File: src/rtl/regbank_pkg.sv
// Shared types and default widths for the register-bank command sequencer.
// The opcode and state encodings are fixed, so external tools may decode them.
package regbank_pkg;

   localparam int RB_DATA_W = 8;
   localparam int RB_ADDR_W = 2;

   typedef enum logic [2:0] {
      OP_LDI = 3'b000,
      OP_MOV = 3'b001,
      OP_ADD = 3'b010,
      OP_SUB = 3'b011,
      OP_AND = 3'b100,
      OP_OR  = 3'b101,
      OP_XOR = 3'b110,
      OP_SHL = 3'b111
   } op_t;

   typedef enum logic [1:0] {
      IDLE  = 2'd0,
      READ  = 2'd1,
      WRITE = 2'd2,
      RESP  = 2'd3
   } state_t;

endpackage

File: src/rtl/regbank_seq_ctrl_if.sv
// Command, bank and response signals of the sequencer, bundled as one interface.
// Handshakes: a transfer happens at a rising edge where valid and ready are both 1;
// valid and its payload hold steady until that edge, and ready may be high early.
interface regbank_seq_ctrl_if
   import regbank_pkg::*;
   #(parameter int DATA_W = RB_DATA_W,
     parameter int ADDR_W = RB_ADDR_W);

   logic              cmd_valid;
   logic              cmd_ready;
   op_t               cmd_op;
   logic [ADDR_W-1:0] cmd_rd;
   logic [ADDR_W-1:0] cmd_rs0;
   logic [ADDR_W-1:0] cmd_rs1;
   logic [DATA_W-1:0] cmd_imm;

   logic [ADDR_W-1:0] add_rd0;
   logic [ADDR_W-1:0] add_rd1;
   logic [DATA_W-1:0] rd0;
   logic [DATA_W-1:0] rd1;
   logic              wr_en;
   logic [ADDR_W-1:0] add_wr;
   logic [DATA_W-1:0] wr_data;

   logic              resp_valid;
   logic              resp_ready;
   logic [DATA_W-1:0] resp_data;
   logic              resp_zero;
   logic              resp_carry;
   logic              busy;

   modport master (
      input  cmd_valid, cmd_op, cmd_rd, cmd_rs0, cmd_rs1, cmd_imm,
      input  rd0, rd1, resp_ready,
      output cmd_ready, add_rd0, add_rd1, wr_en, add_wr, wr_data,
      output resp_valid, resp_data, resp_zero, resp_carry, busy
   );

   modport slave (
      output cmd_valid, cmd_op, cmd_rd, cmd_rs0, cmd_rs1, cmd_imm,
      output rd0, rd1, resp_ready,
      input  cmd_ready, add_rd0, add_rd1, wr_en, add_wr, wr_data,
      input  resp_valid, resp_data, resp_zero, resp_carry, busy
   );

endinterface

File: src/rtl/regbank_alu.sv
// Combinational ALU for the sequencer; all results wrap modulo 2**DATA_W.
// For SUB, carry is the borrow, i.e. it is set when a < b.
module regbank_alu
   import regbank_pkg::*;
   #(parameter int DATA_W = RB_DATA_W)
   (
   input  op_t               op,
   input  logic [DATA_W-1:0] a,
   input  logic [DATA_W-1:0] b,
   input  logic [DATA_W-1:0] imm,
   output logic [DATA_W-1:0] result,
   output logic              carry
   );

   logic [DATA_W:0] wide;

   always_comb begin
      result = '0;
      carry  = 1'b0;
      wide   = '0;
      case (op)
         OP_LDI: result = imm;
         OP_MOV: result = a;
         OP_ADD: begin
            wide   = {1'b0, a} + {1'b0, b};
            result = wide[DATA_W-1:0];
            carry  = wide[DATA_W];
         end
         OP_SUB: begin
            // The extra top bit of the zero-extended difference is the borrow.
            wide   = {1'b0, a} - {1'b0, b};
            result = wide[DATA_W-1:0];
            carry  = wide[DATA_W];
         end
         OP_AND: result = a & b;
         OP_OR:  result = a | b;
         OP_XOR: result = a ^ b;
         OP_SHL: begin
            result = {a[DATA_W-2:0], 1'b0};
            carry  = a[DATA_W-1];
         end
         default: result = '0;
      endcase
   end

endmodule

File: src/rtl/regbank_seq_ctrl.sv
// Sequencer that runs READ -> WRITE -> RESP on the register bank for each command.
// It is the bank's only writer; the FSM state is exported on dbg_state.
module regbank_seq_ctrl
   import regbank_pkg::*;
   #(parameter int DATA_W = RB_DATA_W,
     parameter int ADDR_W = RB_ADDR_W)
   (
   input  logic         clock,
   input  logic         reset,
   regbank_seq_ctrl_if.master bus,
   output state_t       dbg_state
   );

   state_t            state;
   op_t               cap_op;
   logic [ADDR_W-1:0] cap_rd;
   logic [ADDR_W-1:0] cap_rs0;
   logic [ADDR_W-1:0] cap_rs1;
   logic [DATA_W-1:0] cap_imm;
   logic [DATA_W-1:0] opa;
   logic [DATA_W-1:0] opb;
   logic [DATA_W-1:0] res_data;
   logic              res_zero;
   logic              res_carry;
   logic [DATA_W-1:0] alu_result;
   logic              alu_carry;

   regbank_alu #(.DATA_W(DATA_W)) u_alu (
      .op     (cap_op),
      .a      (opa),
      .b      (opb),
      .imm    (cap_imm),
      .result (alu_result),
      .carry  (alu_carry)
   );

   always_ff @(posedge clock or negedge reset) begin
      if (!reset) begin
         state     <= IDLE;
         cap_op    <= OP_LDI;
         cap_rd    <= '0;
         cap_rs0   <= '0;
         cap_rs1   <= '0;
         cap_imm   <= '0;
         opa       <= '0;
         opb       <= '0;
         res_data  <= '0;
         res_zero  <= 1'b0;
         res_carry <= 1'b0;
      end else begin
         case (state)
            IDLE: if (bus.cmd_valid) begin
               cap_op  <= bus.cmd_op;
               cap_rd  <= bus.cmd_rd;
               cap_rs0 <= bus.cmd_rs0;
               cap_rs1 <= bus.cmd_rs1;
               cap_imm <= bus.cmd_imm;
               state   <= READ;
            end
            // Operands are latched here, so rd may alias rs0/rs1 without a hazard.
            READ: begin
               opa   <= bus.rd0;
               opb   <= bus.rd1;
               state <= WRITE;
            end
            WRITE: begin
               res_data  <= alu_result;
               res_zero  <= (alu_result == '0);
               res_carry <= alu_carry;
               state     <= RESP;
            end
            RESP: if (bus.resp_ready) state <= IDLE;
            default: state <= IDLE;
         endcase
      end
   end

   // Bank strobes are gated by state so they read as zero outside their cycle.
   always_comb begin
      bus.cmd_ready  = (state == IDLE);
      bus.busy       = (state != IDLE);
      bus.add_rd0    = '0;
      bus.add_rd1    = '0;
      bus.wr_en      = 1'b0;
      bus.add_wr     = '0;
      bus.wr_data    = '0;
      bus.resp_valid = (state == RESP);
      bus.resp_data  = res_data;
      bus.resp_zero  = res_zero;
      bus.resp_carry = res_carry;
      if (state == READ) begin
         bus.add_rd0 = cap_rs0;
         bus.add_rd1 = cap_rs1;
      end
      if (state == WRITE) begin
         bus.wr_en   = 1'b1;
         bus.add_wr  = cap_rd;
         bus.wr_data = alu_result;
      end
   end

   assign dbg_state = state;

endmodule

File: src/flat_wrapper.sv
// flat-port wrapper written by rule: the top's interface ports become plain ports
module regbank_seq_ctrl_flat import regbank_pkg::*;
#(parameter int DATA_W = RB_DATA_W,
     parameter int ADDR_W = RB_ADDR_W)
  (clock, reset, dbg_state, bus_cmd_valid, bus_cmd_op, bus_cmd_rd, bus_cmd_rs0, bus_cmd_rs1, bus_cmd_imm, bus_rd0, bus_rd1, bus_resp_ready, bus_cmd_ready, bus_add_rd0, bus_add_rd1, bus_wr_en, bus_add_wr, bus_wr_data, bus_resp_valid, bus_resp_data, bus_resp_zero, bus_resp_carry, bus_busy);
  regbank_seq_ctrl_if #(.DATA_W(DATA_W), .ADDR_W(ADDR_W)) bus_i ();
  input  logic clock;
  input  logic reset;
  output state_t dbg_state;
  input wire logic [$bits(bus_i.cmd_valid)-1:0] bus_cmd_valid;
  input wire logic [$bits(bus_i.cmd_op)-1:0] bus_cmd_op;
  input wire logic [$bits(bus_i.cmd_rd)-1:0] bus_cmd_rd;
  input wire logic [$bits(bus_i.cmd_rs0)-1:0] bus_cmd_rs0;
  input wire logic [$bits(bus_i.cmd_rs1)-1:0] bus_cmd_rs1;
  input wire logic [$bits(bus_i.cmd_imm)-1:0] bus_cmd_imm;
  input wire logic [$bits(bus_i.rd0)-1:0] bus_rd0;
  input wire logic [$bits(bus_i.rd1)-1:0] bus_rd1;
  input wire logic [$bits(bus_i.resp_ready)-1:0] bus_resp_ready;
  output wire logic [$bits(bus_i.cmd_ready)-1:0] bus_cmd_ready;
  output wire logic [$bits(bus_i.add_rd0)-1:0] bus_add_rd0;
  output wire logic [$bits(bus_i.add_rd1)-1:0] bus_add_rd1;
  output wire logic [$bits(bus_i.wr_en)-1:0] bus_wr_en;
  output wire logic [$bits(bus_i.add_wr)-1:0] bus_add_wr;
  output wire logic [$bits(bus_i.wr_data)-1:0] bus_wr_data;
  output wire logic [$bits(bus_i.resp_valid)-1:0] bus_resp_valid;
  output wire logic [$bits(bus_i.resp_data)-1:0] bus_resp_data;
  output wire logic [$bits(bus_i.resp_zero)-1:0] bus_resp_zero;
  output wire logic [$bits(bus_i.resp_carry)-1:0] bus_resp_carry;
  output wire logic [$bits(bus_i.busy)-1:0] bus_busy;
  assign bus_i.cmd_valid = bus_cmd_valid;
  assign bus_i.cmd_op = bus_cmd_op;
  assign bus_i.cmd_rd = bus_cmd_rd;
  assign bus_i.cmd_rs0 = bus_cmd_rs0;
  assign bus_i.cmd_rs1 = bus_cmd_rs1;
  assign bus_i.cmd_imm = bus_cmd_imm;
  assign bus_i.rd0 = bus_rd0;
  assign bus_i.rd1 = bus_rd1;
  assign bus_i.resp_ready = bus_resp_ready;
  assign bus_cmd_ready = bus_i.cmd_ready;
  assign bus_add_rd0 = bus_i.add_rd0;
  assign bus_add_rd1 = bus_i.add_rd1;
  assign bus_wr_en = bus_i.wr_en;
  assign bus_add_wr = bus_i.add_wr;
  assign bus_wr_data = bus_i.wr_data;
  assign bus_resp_valid = bus_i.resp_valid;
  assign bus_resp_data = bus_i.resp_data;
  assign bus_resp_zero = bus_i.resp_zero;
  assign bus_resp_carry = bus_i.resp_carry;
  assign bus_busy = bus_i.busy;
  regbank_seq_ctrl #(.DATA_W(DATA_W), .ADDR_W(ADDR_W)) u_core (.clock(clock), .reset(reset), .bus(bus_i), .dbg_state(dbg_state));
endmodule
File: config.mk
export PLATFORM = sky130hd
export DESIGN_NAME = regbank_seq_ctrl_flat
export DESIGN_NICKNAME = d
export VERILOG_FILES = /design/src/rtl/regbank_pkg.sv /design/src/rtl/regbank_seq_ctrl_if.sv /design/src/rtl/regbank_alu.sv /design/src/rtl/regbank_seq_ctrl.sv /design/src/flat_wrapper.sv
export SDC_FILE = /design/constraint.sdc
export NUM_CORES = 1
export LEC_CHECK = 0
export CAP_MARGIN = 15
export CORE_ASPECT_RATIO = 0.6
export CORE_UTILIZATION = 52
export CTS_CLUSTER_SIZE = 8
export DETAILED_ROUTE_END_ITERATION = 7
export PLACE_DENSITY = 0.8
export SLEW_MARGIN = 5
export SYNTH_ARGS = -nofsm -noshare
export SYNTH_HDL_FRONTEND = slang
export SYNTH_SLANG_ARGS = --single-unit
File: constraint.sdc
create_clock -name clock -period 3.5 [get_ports clock]
set_input_delay 0.35 -clock clock [delete_from_list [all_inputs] [get_ports clock]]
set_output_delay 0.35 -clock clock [all_outputs]
set_load 0.02 [all_outputs]
* Yosys cells after proc, flatten, opt, wreduce, memory -nomap -nowiden
Cells that the tools add are included.
Cells by class: $add $sub $neg 2, eq/ne operators 12, mux-type cells 10, bitwise operators 3, reductions and logical operators 6
Operators with widths (number):
- 8-bit case mux with 8 select lines | 1
- 3-bit == test, second input constant | 4
- 2-bit two-way mux | 5
- 8-bit by 8-bit adder with 9-bit output | 1
- 8-bit by 8-bit subtractor with 9-bit output | 1
- 8-bit bitwise AND | 1
- 8-bit logical NOT | 1
- 8-bit two-way mux | 1
- 8-bit OR | 1
- 2-bit case mux with 4 select lines | 1
- 8-bit bitwise XOR | 1
- 3-bit by 2-bit == test with 1-bit output, second input constant | 2
- 2-bit == test, second input constant | 2
- 2-bit != test, second input constant | 2
- 2-bit AND reduction | 2
- 3-bit by 1-bit == test with 1-bit output, second input constant | 1
- 3-bit logical NOT | 1
- 1-bit case mux with 3 select lines | 1
- 2-bit by 1-bit == test with 1-bit output, second input constant | 1
- 2-bit logical NOT | 1
- 2-bit nonzero test | 1
- 1-bit two-way mux | 1
Word-level totals: register bits after elaboration 45, input port bits 37, output and inout port bits 30, word-level logic and storage cells 44

* Longest topological paths before layout
Gate-level depths: netlist of the first run.
word-level depth 3, mapped depth 11, gate-level depth less buffers 11

* Cells and area by module
A second synthesis of the first run with hierarchy kept.
Second synthesis, totals: cells, all modules 330, area total of the unflattened synthesis 3342.0 µm²
Modules (own cells, without submodules):
- regbank_seq_ctrl | times used 1, cells each 126, area an instance 1925.6 µm², seq. area each 1126.1 µm²
- regbank_alu | times used 1, cells each 204, area an instance 1416.4 µm², seq. area each 0.0 µm²

* Worst setup path before layout of the first run
OpenSTA, ideal clock, no wires.
path kind reg-to-reg, start point register u_core.opa[0], end point register u_core.res_zero, in the netlist u_core.bus.resp_zero, setup time 0.078 ns, data arrival time 2.597 ns, data required time 3.422 ns, path slack 0.825 ns, cell stages (with the launch flop) 12, path buffers 0, clock period less this slack 2.675 ns, path through dfrtp_1 > inv_1 > ha_1 > inv_1 > fa_1 > inv_1 > mux4_2 > nand2_1 > o221a_1 > or4b_1 > or4b_1 > o2bb2ai_1
On the way: word-level cells in the longest chain between the ends 3, elaborated cells on any way between the ends 7, those cells by class add/sub: 2; mux: 1; bitwise: 3; reduce/logical: 1
Ends and longest elaborated chain:
- from (decl) | line regbank_seq_ctrl.sv:20 | logic [DATA_W-1:0] opa;
- from (signal assigned) | line regbank_seq_ctrl.sv:62 | opa <= bus.rd0;
- 8-bit by 8-bit subtractor with 9-bit output (tied with other cells) | line regbank_alu.sv:31 | wide = {1'b0, a} - {1'b0, b};
- 8-bit case mux with 8 select lines * | line regbank_alu.sv:21 | case (op)
- 8-bit logical NOT * | line regbank_seq_ctrl.sv:68 | res_zero <= (alu_result == '0);
- to (signal assigned) | line regbank_seq_ctrl.sv:68
- to (decl) | line regbank_seq_ctrl.sv:23 | logic res_zero;
Mark *: on every way between the ends. The rest lies on a longest branch, timed or not. A chain may end at the register's enable or synchronous reset.

* Worst setup path after layout of the first run
start point register u_core.opa[0], end point output bus_wr_data[2]
On the way: word-level cells in the longest chain between the ends 3, elaborated cells on any way between the ends 4, those cells by class add/sub: 2; mux: 2
Ends and longest elaborated chain:
- 8-bit by 8-bit subtractor with 9-bit output / 8-bit by 8-bit adder with 9-bit output (equally long branches) | line regbank_alu.sv:31, regbank_alu.sv:25
- 8-bit case mux with 8 select lines * | line regbank_alu.sv:21
- 8-bit two-way mux * | line regbank_seq_ctrl.sv:95 | if (state == WRITE) begin
- to (decl) | line flat_wrapper.sv:24 | output wire logic [$bits(bus_i.wr_data)-1:0] bus_wr_data;
Marks and branches as above.

==> results of run 1 <==
[power by group through the flow]
stage | Combinational (mW) | Sequential (mW) | Clock [mW]
3_5_place_dp | 2.86 | 1.01 | 0
6_report | 2.91 | 1.01 | 0.417
2_1_floorplan | 2.02 | 1.00 | 0
3_3_place_gp | 2.81 | 0.995 | 0
4_1_cts | 2.87 | 1.00 | 0.429
5_1_grt | 3.20 | 1.04 | 0.446
[flip-flops by register name, summed over array words and instances (netlist names), 2 cells and up]
register / cells
u_core.opb: 8
u_core.cap_rd: 2
u_core.bus.resp_data: 8
u_core.cap_imm: 8
u_core.dbg_state: 2
u_core.opa: 8
u_core.cap_rs0: 2
u_core.cap_rs1: 2
u_core.cap_op: 3
[worst max-delay path: stages, from the launching register on]
cell and delay, ns:
dfrtp_1 0.41, inv_1 0.12, ha_1 0.21, inv_1 0.08, fa_1 0.43, mux2i_1 0.18, xnor2_1 0.14, nand3b_1 0.09
a31oi_1 0.20, and2_1 0.18, clkdlybuf4s50_1 0.61
[per-stage QoR]
step | util, % | instance area, µm²
6_report | 70.1 | 4010
5_1_grt | 70.1 | 4010
4_1_cts | 69.8 | 4000
3_5_place_dp | 67.7 | 3880
3_3_place_gp | 67.7 | 3880
2_1_floorplan | - | 3180
[path summary, 6_finish.rpt]
path | slack [ns] | end | from | cells past startpoint
setup reg to reg | 0.51 | u_core.bus.resp_zero | u_core.opa[0] | 11
min in group clock | 0.49 | u_core.bus.resp_data[3] | u_core.bus.resp_data[3] | 1
hold reg to reg | 0.49 | u_core.bus.resp_data[3] | u_core.bus.resp_data[3] | 1
hold / removal | 0.22 | u_core.opa[3] | reset | 1
max in group asynchronous | 2.66 | u_core.opa[4] | reset | 1
setup / recovery | 0.19 | bus_wr_data[2] | u_core.opa[0] | 10
[logic make-up after synthesis]
| logic type | count (synthesis) | share of synthesized area [%] |
|---|---|---|
| simple gates | 105 | 16.5 |
| buf+inv | 52 | 6.60 |
| xor+xnor | 5 | 1.38 |
| flops | 45 | 35.4 |
| compound gates | 94 | 18.6 |
| mux | 26 | 9.35 |
| fa+ha+maj | 30 | 12.3 |
[cell usage in the layout (no fill, tap or decap), drive strengths merged, types with 7 or more instances in the layout]
cell type,synthesis,layout
clkdlybuf4s50,0,60
dfrtp,45,45
nand2,35,35
inv,30,30
o21ai,30,30
ha,28,28
nor2,22,22
a21oi,20,20
mux2,20,20
and2,12,12
a21o,8,8
a211oi,8,8
nor2b,7,7
clkbuf,16,7
[layout make-up]
class / count / area (µm²) / share of cell area [%]
clock buffers: 6 / 82.6 / 2.06
clock inverters: 2 / 37.5 / 0.935
inverters: 30 / 113 / 2.81
multi-input cells: 260 / 1860 / 46.4
flip-flops and latches: 45 / 1130 / 28.1
well taps: 80 / 100 / 2.49
repair buffers: 71 / 694 / 17.3
[routing by layer]
metal | up-vias | track usage, %
met5 | - | 0
met4 | 0 | 4.58
met3 | 3 | 5.59
met2 | 86 | 39.5
met1 | 1334 | 35.4
li1 | 1345 | -
[timing repair]
action                                  CTS  global route
gates resized for setup                   2            10
pin swaps                                 0             0
endpoints found under the setup margin    2             4
gates cloned                              0             0
[Yosys cell counts (all sizes together) (2+ instances only)]
cell    instances
inv            30
and2           12
mux2           20
mux2i           5
nor2b           7
o21ai          30
or3             4
o211ai          2
ha             28
nor2           22
fa              2
a21boi          2
nand3b          3
nand3           4
buf             6
xor2            3
o22ai           3
clkbuf         16
dfrtp          45
nand2          35
o21a            2
a21o            8
or2             3
nand2b          6
xnor2           2
a31oi           5
a21oi          20
or4b            2
nor3b           4
a211oi          8
==> impl_metrics.py, run 1 <==
metrics = {
    "drt": {
        "wire_per_inst_um": 15.5,
        "drtPass1Iterations": 5,
        "wl_um": 7640,
        "drt-vias-per-instance": 5.60,
        "drtIter0Drc": 131,
        "vias": 2768,
        "wl_met2_um": 3430,
        "wl_met3_um": 530,
        "routed.top_layer": "met4",
        "wl_met1_um": 3660,
        "drc": 0,
        "antenna_left": 0,
    },
    "clock_tree": {
        "clockBufferDepth": 2,
        "cts.clk_slew.worst_paths_ns": 0.09,
        "h-tree-depth": 2,
        "ctsHoldBuffers": 0,
        "clock_sinks": 45,
        "cts_tree": "done",
        "ctsRootBufferMaster": "clkbuf_8",
        "cts_buffers": 5,
        "cts_post_setup_buffers_inserted": 0,
        "clock_latency_ns": 0.30,
    },
    "timing": {
        "rsz0062_at_grt": "false",
        "finalClockSkew_ns": 0.00573,
        "finalHoldViolations": 0,
        "slew_headroom_pct": 32.5,
        "fin_tns_setup_ns": 0,
        "hold_ws_ns": 0.219,
        "final.period_utilization_pct": 94.5,
        "fmax_mhz": 302,
        "slew_violations": 0,
        "final.min_clock_period_ns": 3.31,
        "setup_slack_ns": 0.192,
        "setup_viol": 0,
        "tightest_slew_ns": 1.01,
    },
    "layout": {
        "finalNetCount": 480,
        "finalNonFillerCells": 494,
        "area_growth_pct": 26.1,
        "n_antenna_cell": 0,
        "num-fill-cells": 478,
        "drive_gt1_share_pct": 10.1,
    },
    "run_status": {
        "outcome": "complete, no violations",
    },
    "place": {
        "io_buffers": 66,
        "place_worst_setup_slack_ns": 0.223,
        "dp_hpwl_um": 5760,
        "dpl.cell_count": 486,
        "gp_congestion": 0.922,
    },
    "die": {
        "die_w_um": 103,
        "core-area_um2": 5730,
        "boundaryPins": 67,
        "die_y_um": 62.6,
        "dieArea_um2": 6450,
        "initial_core_util_pct": 55.6,
        "fp-row-count": 21,
    },
    "power": {
        "p_comb_share_pct": 67.2,
        "power_density_nw_per_um2": 1080,
        "leakagePower_nw": 1.82,
        "internal_power_mw": 2.31,
        "swShare_pct": 46.8,
        "power.net_switching_mw": 2.03,
        "pwr-share-seq_pct": 23.2,
        "fin_total_pwr_mw": 4.33,
        "p_clk_share_pct": 9.6,
        "peakVddDrop_mv": 0.666,
    },
    "worst_setup_path": {
        "cp-start-kind": "flip-flop",
        "cp.arrival_ns": 2.96,
        "path_max_fanout": 4,
        "required_ns": 3.15,
        "worstSetupPathType": "flip-flop to output pin",
        "endpoint_kind": "output pin",
    },
    "yosys": {
        "synth_fp_nets": 424,
        "synth-async-reset-ratio_pct": 100,
        "synth_edf_count": 0,
        "synthFlopType": "dfrtp_1",
        "yosysWarningCount": 0,
        "yosys_register_bits": 45,
        "syn_inst": 357,
        "avgSynthCellArea_um2": 8.92,
        "yosysTopAreaCellShare_pct": 35.4,
        "synth.top_cells.by_area": "dfrtp_1 35%, ha_1 11%, mux2_2 6.7%, o21ai_0 4.4%, nand2_1 4.1%",
        "synth_area_leader_cell": "dfrtp_1",
        "syn_area_um2": 3180,
        "seq_area_frac_synth_pct": 35.4,
        "ys_types": 54,
    },
    "grt": {
        "grt_use_total_pct": 25.0,
        "antenna_found_initial": 0,
        "grt_pass1_vias": 2661,
        "grt_overflow_total": 0,
        "grt_max_degree": 46,
        "grt_pass1_wl_um": 12500,
    },
    "hold_path": {
        "hold_class": "primary input to asynchronous set/reset pin",
    },
    "job": {
        "maxCapViolCount": 0,
    },
}
No activity file was read; power rests on OpenSTA's default activity.
==> run 2, diff against run 1 <==
--- a/config.mk
+++ b/config.mk
@@ -9,4 +9,5 @@
 export CORE_ASPECT_RATIO = 0.6
 export CORE_UTILIZATION = 52
+export CTS_CLUSTER_DIAMETER = 60
 export CTS_CLUSTER_SIZE = 8
 export DETAILED_ROUTE_END_ITERATION = 7
==> constraint.sdc (replaced) <==
create_clock -name clock -period 3.5 [get_ports clock]
set_input_delay 0.35 -clock clock [delete_from_list [all_inputs] [get_ports clock]]
set_output_delay 0.35 -clock clock [all_outputs]
set_load 0.01 [all_outputs]
==> run 2 against run 1 <==
Net effect:
- first-iteration DRC count up 34%
- combinational power down 1%
- core utilization rose by 0.35 points
- clock skew grew 0.00085 ns
- global-route usage grew 0.37 points
- sequential share of layout area fell by 0.11 points
- hold slack better by 0.0016 ns
- non-clock buffer count up 1
- clock power fell by 6.5%
- via count fell by 0.25%
- critical path depth unchanged
- largest power group unchanged
==> impl_metrics.py, run 2 (same netlist as run 1, synthesis figures left out) <==
metrics = {
    "place": {
        "io_buffers": 66,
        "gp_congestion": 1.00,
        "dp_hpwl_um": 5900,
        "place_worst_setup_slack_ns": 0.274,
        "placed_cell_area_um2": 3890,
    },
    "die": {
        "initial_core_util_pct": 55.6,
        "die_w_um": 103,
        "dieArea_um2": 6450,
        "fp-row-count": 21,
        "core-area_um2": 5730,
        "die_y_um": 62.6,
        "boundaryPins": 67,
    },
    "drt": {
        "wire_per_inst_um": 16.1,
        "drt-vias-per-instance": 5.59,
        "drtIter0Drc": 176,
        "drtPass1Iterations": 5,
        "wl_um": 7940,
        "vias": 2761,
        "antenna_left": 0,
        "drc": 0,
    },
    "clock_tree": {
        "clock_sinks": 45,
        "cts_buffers": 5,
        "cts_tree": "done",
        "clock_latency_ns": 0.30,
        "ctsRootBufferMaster": "clkbuf_8",
        "clockBufferDepth": 2,
        "cts.clk_slew.worst_paths_ns": 0.09,
        "h-tree-depth": 2,
    },
    "power": {
        "pwr-share-seq_pct": 23.8,
        "p_clk_share_pct": 9.1,
        "swShare_pct": 45.8,
        "fin_total_pwr_mw": 4.28,
        "power_density_nw_per_um2": 1060,
        "leakagePower_nw": 1.79,
        "power.net_switching_mw": 1.96,
        "p_comb_share_pct": 67.1,
        "peakVddDrop_mv": 0.525,
        "internal_power_mw": 2.32,
    },
    "worst_setup_path": {
        "endpoint_kind": "output pin",
        "cp.arrival_ns": 3.04,
        "path_max_fanout": 5,
        "max_stage_delay_ns": 0.47,
        "slowest_stage": "clkdlybuf4s50_1",
        "path_depth": 10,
        "critPathBufInv": 2,
        "worstSetupPathType": "flip-flop to output pin",
        "crit_path_cell_trace": "inv_1 > ha_1 > or2_2 > a221oi_2 > nor4_1 > mux2i_1 > o22ai_1 > o21ai_0 > and2_1 > clkdlybuf4s50_1",
        "cp_top_family": "compound AO/OA/AOI/OAI gates",
        "required_ns": 3.15,
        "reg2reg_depth": 11,
        "cp-start-kind": "flip-flop",
    },
    "layout": {
        "drive_gt1_share_pct": 11.1,
        "n_antenna_cell": 0,
        "final_common_cell": "clkdlybuf4s50_1",
        "layout_common_cells": "63 x clkdlybuf4s50_1, 44 x dfrtp_1, 35 x nand2_1, 29 x inv_1, 28 x o21ai_0",
        "area_growth_pct": 26.7,
        "finalNetCount": 481,
        "postLayoutCellArea_um2": 4030,
    },
    "grt": {
        "grt_max_degree": 46,
        "grt_pass1_wl_um": 12600,
        "grt_overflow_total": 0,
        "grt_pass1_vias": 2648,
        "antenna_found_initial": 0,
        "grt_use_total_pct": 25.4,
    },
    "timing": {
        "final.min_clock_period_ns": 3.39,
        "tightest_slew_ns": 1.03,
        "rsz0062_at_grt": "true",
        "final.period_utilization_pct": 96.9,
        "slew_violations": 0,
        "slew_headroom_pct": 31.5,
        "setup_viol": 0,
        "finalClockSkew_ns": 0.00658,
        "fmax_mhz": 295,
        "setup_slack_ns": 0.108,
        "finalHoldViolations": 0,
    },
    "job": {
        "maxCapViolCount": 0,
    },
    "run_status": {
        "outcome": "complete, no violations",
    },
    "hold_path": {
        "hold_class": "primary input to asynchronous set/reset pin",
    },
}
-- run 2: worst paths after layout --
| path | start | slack [ns] | end |
|---|---|---|---|
| worst max-delay path | u_core.opa[1] | 0.11 | bus_wr_data[7] |
| worst min-delay path | reset | 0.22 | u_core.opb[2] |
| worst max register to register | u_core.opa[0] | 0.44 | u_core.bus.resp_zero |
| worst min register to register | u_core.bus.resp_data[4] | 0.49 | u_core.bus.resp_data[4] |
| max in group asynchronous | reset | 2.60 | u_core.opa[1] |
| min in group clock | u_core.bus.resp_data[4] | 0.49 | u_core.bus.resp_data[4] |
-- run 2: metal layers --
layer	part of all wire, %	up-vias	wire (µm)	global-route usage, %
met2	44	108	3530	40.7
met4	0.44	0	35	3.70
met3	7.0	7	560	4.81
met1	48	1301	3820	36.3
met5	0	-	0	0
li1	-	1345	-	-
-- run 2: stage by stage --
step           instances  TNS (ns)  hold WS (ns)  util [%]
2_1_floorplan        357         0        0.0544         -
3_3_place_gp         486         0         0.462      68.0
3_5_place_dp         486         0         0.472      68.0
4_1_cts              493         0         0.269      69.9
5_1_grt              494   -0.0190         0.306      70.4
6_report             494         0         0.220      70.4
-- run 2: area by class of cell --
class	instances	area, µm²
Sequential cell	45	1130
Timing Repair Buffer	72	714
Fill cell	462	1690
Clock inverter	2	35.0
Inverter	30	113
Tap cell	80	100
Clock buffer	5	68.8
Multi-Input combinational cell	260	1880
-- run 2: repair_timing --
item / CTS / global route
setup endpoints to repair: 1 / 4
hold buffers: 0 / 0
buffers inserted: 0 / 1
gates cloned: 0 / 0
resized for setup: 4 / 8
-- run 2: power groups by stage --
stage	clock network (mW)	registers [mW]	logic, mW
floorplan	0	0.955	1.94
global placement	0	1.00	2.69
detailed placement	0	1.02	2.77
CTS	0.394	1.01	2.79
global route	0.417	1.05	3.14
finish	0.390	1.02	2.87
-- run 2: worst register-to-register path: stages, from the launching register on --
cell	delay, ns
dfrtp_1	0.40
inv_1	0.13
ha_2	0.22
inv_1	0.07
fa_1	0.47
inv_1	0.06
mux4_2	0.24
nand2_1	0.06
o221a_1	0.14
or4b_1	0.52
or4b_1	0.50
o2bb2ai_1	0.17
==> run 3, diff against run 2 <==
CORE_MARGIN = 2   (was unset)
==> run 3 against run 2 <==
Net effect:
- hold slack lost 0.0025 ns
- first-iteration DRC count rose by 18%
- final cell count up 0.81%
- core utilization decreased by 3.2 points
- register-to-register slack improved by 0.10 ns
- critical path type unchanged
- critical endpoint is now bus_wr_data[6]
- largest cell class unchanged
==> impl_metrics.py, run 3 (same netlist as run 1, synthesis figures left out) <==
metrics = {
    "drt": {
        "wl_um": 7780,
        "antenna_left": 0,
        "drt-vias-per-instance": 5.51,
        "wire_per_inst_um": 15.6,
        "drtIter0Drc": 207,
        "drtPass1Iterations": 4,
        "drc": 0,
        "vias": 2743,
    },
    "grt": {
        "grt-busiest-layer": "met2",
        "grt_max_degree": 46,
        "grt_overflow_total": 0,
        "grt_use_total_pct": 24.1,
        "antenna_found_initial": 0,
        "grt_pass1_wl_um": 13000,
        "grt_pass1_vias": 2631,
        "use_met1_pct": 34.6,
        "use_met2_pct": 38.5,
        "grtUsageMet3_pct": 5.03,
    },
    "timing": {
        "fmax_mhz": 297,
        "finalClockSkew_ns": 0.00481,
        "setup_viol": 0,
        "rsz0062_at_grt": "false",
        "slew_violations": 0,
        "finalHoldViolations": 0,
        "setup_slack_ns": 0.134,
        "final.period_utilization_pct": 96.2,
        "fin_tns_setup_ns": 0,
        "slew_headroom_pct": 32.9,
        "final.min_clock_period_ns": 3.37,
        "tightest_slew_ns": 1.01,
    },
    "layout": {
        "num-fill-cells": 508,
        "finalNonFillerCells": 498,
        "drive_gt1_share_pct": 11.1,
        "layout_common_cells": "62 x clkdlybuf4s50_1, 44 x dfrtp_1, 35 x nand2_1, 29 x inv_1, 27 x o21ai_0",
        "n_antenna_cell": 0,
        "finalNetCount": 481,
        "final_common_cell": "clkdlybuf4s50_1",
        "area_growth_pct": 26.7,
    },
    "worst_setup_path": {
        "reg2reg_slack_ns": 0.54,
        "worstSetupPathType": "flip-flop to output pin",
        "required_ns": 3.15,
        "cp.arrival_ns": 3.02,
        "path_max_fanout": 3,
        "cp-start-kind": "flip-flop",
        "endpoint_kind": "output pin",
    },
    "die": {
        "boundaryPins": 67,
        "die_y_um": 64.6,
        "fp-row-count": 22,
        "die_w_um": 105,
        "dieArea_um2": 6790,
        "core-area_um2": 6000,
        "initial_core_util_pct": 53.1,
    },
    "power": {
        "peakVddDrop_mv": 0.456,
        "power_density_nw_per_um2": 1050,
        "fin_total_pwr_mw": 4.25,
        "leakagePower_nw": 1.80,
    },
    "clock_tree": {
        "cts_tree": "done",
        "h-tree-depth": 2,
        "cts_post_setup_buffers_inserted": 0,
        "cts_buffers": 5,
        "clock_sinks": 45,
        "ctsHoldBuffers": 0,
        "clockBufferDepth": 2,
        "clock_latency_ns": 0.30,
        "cts.clk_slew.worst_paths_ns": 0.09,
        "ctsRootBufferMaster": "clkbuf_8",
    },
    "place": {
        "gp_congestion": 0.981,
        "io_buffers": 66,
        "dpl.cell_count": 491,
        "place_worst_setup_slack_ns": 0.249,
        "dp_hpwl_um": 5880,
    },
    "job": {
        "maxCapViolCount": 0,
    },
    "hold_path": {
        "hold_class": "primary input to asynchronous set/reset pin",
    },
    "run_status": {
        "outcome": "complete, no violations",
    },
}
[run 3: final cells by class]
cell class / count / area [µm²] / area share (%)
well taps: 84 / 105 / 2.61
clock buffers: 5 / 68.8 / 1.71
inverters: 30 / 113 / 2.79
flip-flops and latches: 45 / 1130 / 27.9
clock inverters: 2 / 35.0 / 0.868
multi-input cells: 260 / 1880 / 46.6
repair buffers: 72 / 704 / 17.5
[run 3: worst paths after layout]
check	startpoint	endpoint	cells after the start
worst min-delay path	reset	u_core.opb[1]	1
worst max register to register	u_core.opa[0]	u_core.bus.resp_zero	11
max in group asynchronous	reset	u_core.opa[1]	1
worst min register to register	u_core.bus.resp_data[1]	u_core.bus.resp_data[1]	1
min in group clock	u_core.bus.resp_data[1]	u_core.bus.resp_data[1]	1
worst max-delay path	u_core.opa[0]	bus_wr_data[6]	9
[run 3: worst max-delay path, stage by stage (launching register included)]
cell and delay [ns]:
dfrtp_1 0.42, ha_2 0.23, inv_1 0.06, fa_1 0.44, nand3b_1 0.23, a21boi_1 0.17, o21a_1 0.17, mux2_2 0.35
o311a_1 0.35, dlygate4sd2_1 0.29
[run 3: metal layers]
metal	share of wire (%)	wire length (µm)
met1	48	3770
met2	44	3390
met3	7.0	543
met4	1.0	78
met5	0	0
[run 3: report_power, final]
group | total, mW | switching, mW | leakage [nW] | internal [mW]
sequential | 1.02 | 0.233 | 0.544 | 0.782
clock | 0.385 | 0.177 | 0.0540 | 0.208
combinational | 2.85 | 1.53 | 1.21 | 1.32
total | 4.25 | 1.94 | 1.80 | 2.31
[run 3: per-stage QoR]
stage | instance area (µm²) | hold slack, ns | util (%)
after floorplan | 3180 | 0.0544 | -
after global placement | 3890 | 0.462 | 64.9
after detailed placement | 3890 | 0.469 | 64.9
after CTS | 4000 | 0.258 | 66.7
after global routing | 4030 | 0.308 | 67.2
final | 4030 | 0.218 | 67.2
[run 3: what timing repair did]
| item | 4_1_cts | 5_1_grt |
|---|---|---|
| pin swaps | 0 | 1 |
| gates resized for setup | 4 | 11 |
| setup endpoints to repair | 1 | 5 |
